==> src/rtl/dmem_access.sv <==
// Data-memory access unit: turns EX load/store control into single-beat req/ack
// bus transactions, stalls the pipeline while busy, and aligns/extends load data.
module dmem_access #(
  parameter int unsigned TIMEOUT_CYCLES = 255
) (
  input  logic        clk,
  input  logic        rst,
  input  logic        ex_valid,
  input  logic        mem_rd,
  input  logic        mem_wr,
  input  logic [1:0]  mem_size,
  input  logic        mem_signed,
  input  logic [31:0] addr,
  input  logic [31:0] wr_data,
  output logic        bus_req,
  output logic        bus_we,
  output logic [31:0] bus_addr,
  output logic [31:0] bus_wdata,
  output logic [3:0]  bus_be,
  input  logic        bus_ack,
  input  logic [31:0] bus_rdata,
  output logic        stall,
  output logic [31:0] mem_out,
  output logic        misalign_err,
  output logic        bus_err
);

  typedef enum logic [1:0] {
    ST_IDLE = 2'd0,
    ST_BUSY = 2'd1,
    ST_DONE = 2'd2
  } state_t;

  localparam logic [7:0] TIMEOUT_LIM = 8'(TIMEOUT_CYCLES);

  function automatic logic is_misaligned(input logic [1:0] size, input logic [1:0] lane);
    logic r;
    case (size)
      2'b00:   r = 1'b0;
      2'b01:   r = lane[0];
      default: r = (lane != 2'b00);
    endcase
    return r;
  endfunction

  function automatic logic [3:0] byte_en(input logic [1:0] size, input logic [1:0] lane);
    logic [3:0] r;
    case (size)
      2'b00:   r = 4'b0001 << lane;
      2'b01:   r = lane[1] ? 4'b1100 : 4'b0011;
      default: r = 4'b1111;
    endcase
    return r;
  endfunction

  function automatic logic [31:0] store_data(input logic [1:0] size, input logic [31:0] d);
    logic [31:0] r;
    case (size)
      2'b00:   r = {4{d[7:0]}};
      2'b01:   r = {2{d[15:0]}};
      default: r = d;
    endcase
    return r;
  endfunction

  // Little-endian lane select followed by sign or zero extension.
  function automatic logic [31:0] load_data(input logic [1:0] size, input logic [1:0] lane,
                                            input logic sgn, input logic [31:0] rdata);
    logic [7:0]  b;
    logic [15:0] h;
    logic [31:0] r;
    b = rdata[{lane, 3'b000} +: 8];
    h = lane[1] ? rdata[31:16] : rdata[15:0];
    case (size)
      2'b00:   r = sgn ? {{24{b[7]}}, b} : {24'd0, b};
      2'b01:   r = sgn ? {{16{h[15]}}, h} : {16'd0, h};
      default: r = rdata;
    endcase
    return r;
  endfunction

  state_t      state_q;
  logic        bus_req_q, bus_we_q, misalign_q, bus_err_q, sign_q;
  logic [31:0] bus_addr_q, bus_wdata_q, mem_out_q;
  logic [3:0]  bus_be_q;
  logic [1:0]  lane_q, size_q;
  logic [7:0]  cnt_q, cnt_d;
  logic        access_s, misalign_s, start_s;

  // Access detection, stall generation and timeout counter next value.
  always_comb begin
    access_s   = ex_valid & (mem_rd | mem_wr);
    misalign_s = is_misaligned(mem_size, addr[1:0]);
    start_s    = (state_q == ST_IDLE) & access_s & ~misalign_s;
    stall      = start_s | (state_q == ST_BUSY);
    cnt_d      = cnt_q + 8'd1;
  end

  // Transaction FSM with registered bus and status outputs.
  always_ff @(posedge clk) begin
    if (rst) begin
      state_q     <= ST_IDLE;
      bus_req_q   <= 1'b0;
      bus_we_q    <= 1'b0;
      bus_addr_q  <= 32'd0;
      bus_wdata_q <= 32'd0;
      bus_be_q    <= 4'd0;
      mem_out_q   <= 32'd0;
      misalign_q  <= 1'b0;
      bus_err_q   <= 1'b0;
      cnt_q       <= 8'd0;
      lane_q      <= 2'd0;
      size_q      <= 2'd0;
      sign_q      <= 1'b0;
    end else begin
      misalign_q <= 1'b0;
      bus_err_q  <= 1'b0;
      case (state_q)
        ST_IDLE: begin
          if (access_s && misalign_s) begin
            misalign_q <= 1'b1;
          end else if (access_s) begin
            state_q     <= ST_BUSY;
            bus_req_q   <= 1'b1;
            bus_we_q    <= mem_wr;
            bus_addr_q  <= {addr[31:2], 2'b00};
            bus_wdata_q <= store_data(mem_size, wr_data);
            bus_be_q    <= byte_en(mem_size, addr[1:0]);
            lane_q      <= addr[1:0];
            size_q      <= mem_size;
            sign_q      <= mem_signed;
            cnt_q       <= 8'd0;
          end else begin
            state_q <= ST_IDLE;
          end
        end
        ST_BUSY: begin
          cnt_q <= cnt_d;
          // Ack takes priority over a timeout expiring in the same cycle.
          if (bus_ack) begin
            bus_req_q <= 1'b0;
            state_q   <= ST_DONE;
            if (!bus_we_q) begin
              mem_out_q <= load_data(size_q, lane_q, sign_q, bus_rdata);
            end else begin
              mem_out_q <= mem_out_q;
            end
          end else if (cnt_d == TIMEOUT_LIM) begin
            bus_req_q <= 1'b0;
            bus_err_q <= 1'b1;
            mem_out_q <= 32'd0;
            state_q   <= ST_DONE;
          end else begin
            state_q <= ST_BUSY;
          end
        end
        ST_DONE: begin
          state_q <= ST_IDLE;
        end
        default: begin
          state_q   <= ST_IDLE;
          bus_req_q <= 1'b0;
        end
      endcase
    end
  end

  assign bus_req      = bus_req_q;
  assign bus_we       = bus_we_q;
  assign bus_addr     = bus_addr_q;
  assign bus_wdata    = bus_wdata_q;
  assign bus_be       = bus_be_q;
  assign mem_out      = mem_out_q;
  assign misalign_err = misalign_q;
  assign bus_err      = bus_err_q;

endmodule
==> config.mk <==
export PLATFORM = sky130hd
export DESIGN_NAME = dmem_access
export DESIGN_NICKNAME = d
export VERILOG_FILES = /design/src/rtl/dmem_access.sv
export SDC_FILE = /design/constraint.sdc
export NUM_CORES = 1
export LEC_CHECK = 0
export ABC_AREA = 1
export BUFFER_PORTS_ARGS = -buffer_cell sky130_fd_sc_hd__buf_2
export CAP_MARGIN = 20
export CORE_MARGIN = 8
export CORE_UTILIZATION = 42
export CTS_CLUSTER_DIAMETER = 60
export DETAILED_ROUTE_END_ITERATION = 12
export PLACE_DENSITY = 0.7
export SLEW_MARGIN = 10
export SYNTH_ARGS = -nofsm -noshare
export SYNTH_HDL_FRONTEND = slang
export SYNTH_SLANG_ARGS = --single-unit
==> constraint.sdc <==
create_clock -name clk -period 2 [get_ports clk]
set_input_delay 0.3 -clock clk [delete_from_list [all_inputs] [get_ports clk]]
set_output_delay 0.3 -clock clk [all_outputs]
set_load 0.005 [all_outputs]
# After elaboration in Yosys (flattened, before gate mapping)

Cells that the tools add are included.

Flip-flop bits (word level): 117

Mux-type cells: 26
Shifts and indexed selects: 2
Eq/ne operators: 9
Reductions and logical operators: 13
Add/subtract/negate cells: 1
Bitwise logic cells: 10

Operators with widths:

| kind                                             | count |
|---|---|
| 2-to-1 mux 32 bit                                | 5 |
| case mux 32 bit (2 select lines)                 | 2 |
| indexed part select 32 x 6 -> 8 bit              | 1 |
| 2-to-1 mux 16 bit                                | 1 |
| 2-to-1 mux 8 bit                                 | 2 |
| case mux 8 bit (2 select lines)                  | 1 |
| AND reduction 3 bit                              | 3 |
| adder 8 x 1 -> 8 bit (second input constant)     | 1 |
| == test 8 bit (second input constant)            | 1 |
| case mux 4 bit (2 select lines)                  | 1 |
| 2-to-1 mux 1 bit                                 | 7 |
| == test 2 x 1 -> 1 bit (second input constant)   | 3 |
| zero test 2 bit                                  | 3 |
| 2-to-1 mux 2 bit                                 | 3 |
| != test 2 bit (second input constant)            | 3 |
| nonzero test 2 bit                               | 3 |
| inverter 1 bit                                   | 5 |
| 2-to-1 mux 4 bit                                 | 1 |
| case mux 2 bit (2 select lines)                  | 1 |
| AND reduction 4 bit                              | 1 |
| left shift 1 x 2 -> 4 bit (first input constant) | 1 |
| AND 1 bit                                        | 3 |
| != test 3 x 2 -> 1 bit (second input constant)   | 1 |
| case mux 1 bit (3 select lines)                  | 1 |
| other kinds (6)                                  | 7 |

# Depth between registers and ports, before layout

Depth after elaboration: 5
Depth in mapped cells: 13
Depth with buffers taken out: 12

# Least setup slack after synthesis

Ideal clock, no wire load.

Path kind: register -> register
From: register cnt_q[0]
To: register mem_out_q[0] (netlist: mem_out[0])
Arrival: 1.568 ns
Cell stages (with the launch flop): 12
Data required time: 1.885 ns
Setup time: 0.115 ns
Slack: 0.317 ns
Cell sequence: dfxtp_1 -> ha_1 -> nand3_2 -> o21bai_2 -> nand2_1 -> nor2_2 -> nand3_4 -> nand2_8 -> buf_6 -> nand3_1 -> nand2_1 -> nor2_1

Cells in the longest elaborated chain, start to end: 4

Ends and longest elaborated chain:

| element                              | line | text |
|---|---|---|
| start, declared                      | 87   | `logic [7:0] cnt_q, cnt_d;` |
| start signal, assigned               | 138  | `cnt_q <= cnt_d;` |
| adder 8 x 1 -> 8 bit                 | 96   | `cnt_d = cnt_q + 8'd1;` |
| == test 8 bit                        | 148  | `end else if (cnt_d == TIMEOUT_LIM) begin` |
| nonzero test 2 bit (no source line)  | --   |  |
| AND reduction 3 bit (no source line) | --   |  |
| end signal, assigned                 | 144  | `mem_out_q <= load_data(size_q, lane_q, sign_q, bus_rdata);` |
| end signal, assigned                 | 146  | `mem_out_q <= mem_out_q;` |
| end, declared                        | 84   | `logic [31:0] bus_addr_q, bus_wdata_q, mem_out_q;` |

Every way passes these cells.
A chain may end at the register's enable or synchronous reset.

# Final worst setup path

From: register state_q[1]
To: output stall

Cells in the longest elaborated chain, start to end: 4

Ends and longest elaborated chain:

| element                | line | text |
|---|---|---|
| start, declared        | 82   | `state_t state_q;` |
| start signal, assigned | 102  | `state_q <= ST_IDLE;` |
| start signal, assigned | 123  | `state_q <= ST_BUSY;` |
| start signal, assigned | 134  | `state_q <= ST_IDLE;` |
| zero test 2 bit        | 94   | `start_s = (state_q == ST_IDLE) & access_s & ~misalign_s;` |
| AND 1 bit (2 in a row) | 94   |  |
| bitwise OR 1 bit (*)   | 95   | `stall = start_s \| (state_q == ST_BUSY);` |
| end, declared          | 22   | `output logic stall,` |

Every way passes the cells marked *; elsewhere a longest branch is shown, timed or not.

==> results.yml <==
worst_setup_path:
  timing.rr.end: "mem_out[14]$_SDFFE_PP0P_"
  worstSetupEndpoint: "stall"
  worstSetupPathType: "register to output port"
  crit_path_end_kind: "output port"
  required_ns: 1.70
  r2r_start: "cnt_q[0]$_SDFFE_PP0P_"
  r2r_setup_slack_ns: 0.19
  crit_start: "state_q[1]$_SDFFE_PP0P_"
  crit_arrival_ns: 1.62
  reg2regPathDepth: 13
  worstPathMaxFanout: 10
  cp-start-kind: "register"
synthesis:
  synth_ff_type: "dfxtp_1"
  synth_edf_count: 0
  yosysWarnings: 0
  synth_cell_types: 36
  synth_seq_cells: 117
  ys_seq_area_frac: 0.4177
  syn_area_mm2: 0.005608
  synth_cells: 835
  syn_avg_cell_area_um2: 6.716
  async_flop_share: 0
min_path:
  hp-start: "addr[30]"
  hp-class: "primary input to register"
drt:
  num_vias: 6077
  wire_per_inst_um: 14.67
  final_antenna_net_count: 0
  finalWirelength_um: 17960
  drc_errors: 0
  met2RoutedLength_um: 8512
  drt-initial-drc-count: 578
  vias_per_cell: 4.965
  top_layer_used: "met5"
  drt-met1-wl_um: 7702
  dr.pass1.iters: 6
  route.met3.wl_um: 1501
placed_design:
  dp_hpwl_um: 12680
  gp_congestion: 0.8419
  port_buffers: 207
finish:
  drive_above_1_share: 0.2786
  final_net_count: 1144
  area_delta_synth_final_pct: 32.62
  n_antenna_cell: 0
  layout_common_cells: "buf_2, nand2_1, nor2_1"
  final_common_cell: "buf_2"
clock_tree:
  cts_hold_buf: 0
  cts_buffer_depth: 2
  insertion_delay_ns: 0.41
  cts.sinks: 117
  numCtsBuffers: 17
  clkTransAtPathRegs_ns: 0.05
  cts_tree: "yes"
  htreeDepth: 4
  clk_root_buffer_cell: "clkbuf_16"
power:
  ir_drop_mv: 0.5376
  power_frac_seq: 0.402
  p_per_area_mw_per_mm2: 849.8
  p_total_uw: 6320
  comb_power_share: 0.158
  p_leak_uw: 0.003520
  switching_share: 0.2623
  intPower_uw: 4662
  p_sw_uw: 1657
  pwr-share-clk: 0.441
global_routing:
  grt_first_pass_wirelength_um: 28890
  grt_pass1_vias: 5807
  grt_use_total: 0.2000
  overflow: 0
  grt_antenna_before_repair: 1
  grt_max_degree: 72
sta:
  setup_viol_count_final: 0
  max_freq_mhz: 521.4
  period_needed_ns: 1.918
  fin_setup_tns_ns: 0
  hold_viol: 0
  rsz0062_at_grt: "false"
  fin_crit_sh: 0.9589
  slew_violations: 0
  fin_skew_ns: 0.01114
status:
  status: "finished, final reports clean"
flow_run:
  drv_cap: 0
floorplan:
  dieArea_mm2: 0.01731
  die_width_um: 131.6
  fp.dieH_um: 131.6
  rows: 42
  start_util: 0.4269
  io_pins: 210
  core_area_mm2: 0.01314
==> worst max-delay path, stage by stage, from the launching register on <==
cell and delay [ns]:
dfxtp_1 0.34, or2_1 0.24, nor2_1 0.20, nand2_4 0.15, nand2_1 0.16, buf_2 0.14
==> cells in the mapped netlist (2+ instances only) <==
| cell | n | share of area |
|---|---|---|
| nand3_2 | 3 | 0.0054 |
| o221ai_1 | 4 | 0.0062 |
| nor2_1 | 151 | 0.10 |
| a21oi_1 | 86 | 0.077 |
| dfxtp_1 | 117 | 0.42 |
| buf_2 | 11 | 0.0098 |
| nand2_1 | 193 | 0.13 |
| o211ai_1 | 3 | 0.0040 |
| or2_2 | 3 | 0.0033 |
| o21a_1 | 5 | 0.0067 |
| o21bai_2 | 2 | 0.0040 |
| nand4_1 | 2 | 0.0022 |
| nand3_1 | 55 | 0.049 |
| a31oi_1 | 10 | 0.011 |
| nor2_2 | 2 | 0.0022 |
| buf_6 | 6 | 0.012 |
| clkbuf_1 | 32 | 0.021 |
| buf_4 | 4 | 0.0054 |
| o21ai_1 | 2 | 0.0018 |
| inv_1 | 47 | 0.031 |
| ha_1 | 2 | 0.0045 |
| inv_2 | 7 | 0.0047 |
| o21ai_0 | 57 | 0.051 |
| o22ai_1 | 9 | 0.010 |
| nor4_1 | 2 | 0.0022 |
| buf_1 | 4 | 0.0027 |
| or2_1 | 5 | 0.0056 |
| a211oi_1 | 2 | 0.0027 |
| o21ai_2 | 2 | 0.0031 |
==> timing repair <==
| action | 4_1_cts | 5_1_grt |
|---|---|---|
| endpoints found under the setup margin | 0 | 14 |
| buffers inserted | 0 | 4 |
| resized for setup | 0 | 4 |
| hold endpoints to repair | 0 | 0 |
==> power groups by stage <==
stage                     logic, uW  registers [uW]  clock network, uW
final                           996            2540               2780
after global routing           1120            2550               2950
after CTS                       985            2540               2840
after detailed placement        979            2580                  0
after global placement          975            2580                  0
after floorplan                 565            2600                  0
==> kinds of logic after synthesis <==
| logic type | share of synthesized area |
|---|---|
| flip-flops | 0.4177 |
| buffers and inverters | 0.08813 |
| AND/OR/NAND/NOR | 0.3101 |
| other | 0.0006687 |
| AO/OA/AOI/OAI | 0.1789 |
| adder cells (fa/ha/maj) | 0.004462 |
==> per-stage QoR <==
| stage | util | std cells | cell area, um2 | setup WS (ns) | hold slack, ns |
|---|---|---|---|---|---|
| 6_report | 0.5661 | 1224 | 7437 | 0.08222 | 0.1435 |
| 2_1_floorplan | - | 836 | 5612 | 0.3172 | 0.4525 |
| 3_5_place_dp | 0.5203 | 1188 | 6835 | 0.1582 | 0.4541 |
| 3_3_place_gp | 0.5203 | 1188 | 6835 | 0.1801 | 0.4496 |
| 5_1_grt | 0.5661 | 1224 | 7437 | 0.003830 | 0.1401 |
| 4_1_cts | 0.5610 | 1218 | 7371 | 0.01923 | 0.1255 |
==> metal layers <==
layer	track usage	vias to the layer above
met5	0	-
met3	0.07431	17
li1	-	3128
met2	0.3226	234
met4	0.07020	2
met1	0.2397	2696
==> registers in the layout (all words and copies together), names as in the netlist <==
register	flops
mem_out	32
bus_we	1
misalign_err	1
bus_err	1
sign_q	1
bus_req	1
bus_addr	30
cnt_q	8
lane_q	2
bus_be	4
state_q	2
size_q	2
bus_wdata	32
==> how the worst min path moves through the flow <==
stage,endpoint,depth (start not counted)
after floorplan,cnt_q[7]$_SDFFE_PP0P_,2
after global placement,bus_wdata[7]$_SDFFE_PP0P_,2
after detailed placement,bus_wdata[17]$_SDFFE_PP0P_,2
after CTS,bus_addr[30]$_SDFFE_PP0P_,3
after global routing,bus_addr[24]$_SDFFE_PP0P_,3
final,bus_addr[30]$_SDFFE_PP0P_,3
==> final cells by class <==
cell class                      instances  area (um2)
Timing Repair Buffer                  237        1311
Multi-Input combinational cell        609        2820
Fill cell                            1342        5700
Clock buffer                           25       485.5
Sequential cell                       117        2344
Inverter                               55       206.4
Clock inverter                          5       50.05
Tap cell                              176       220.2
(Power assumes the default switching activity.)
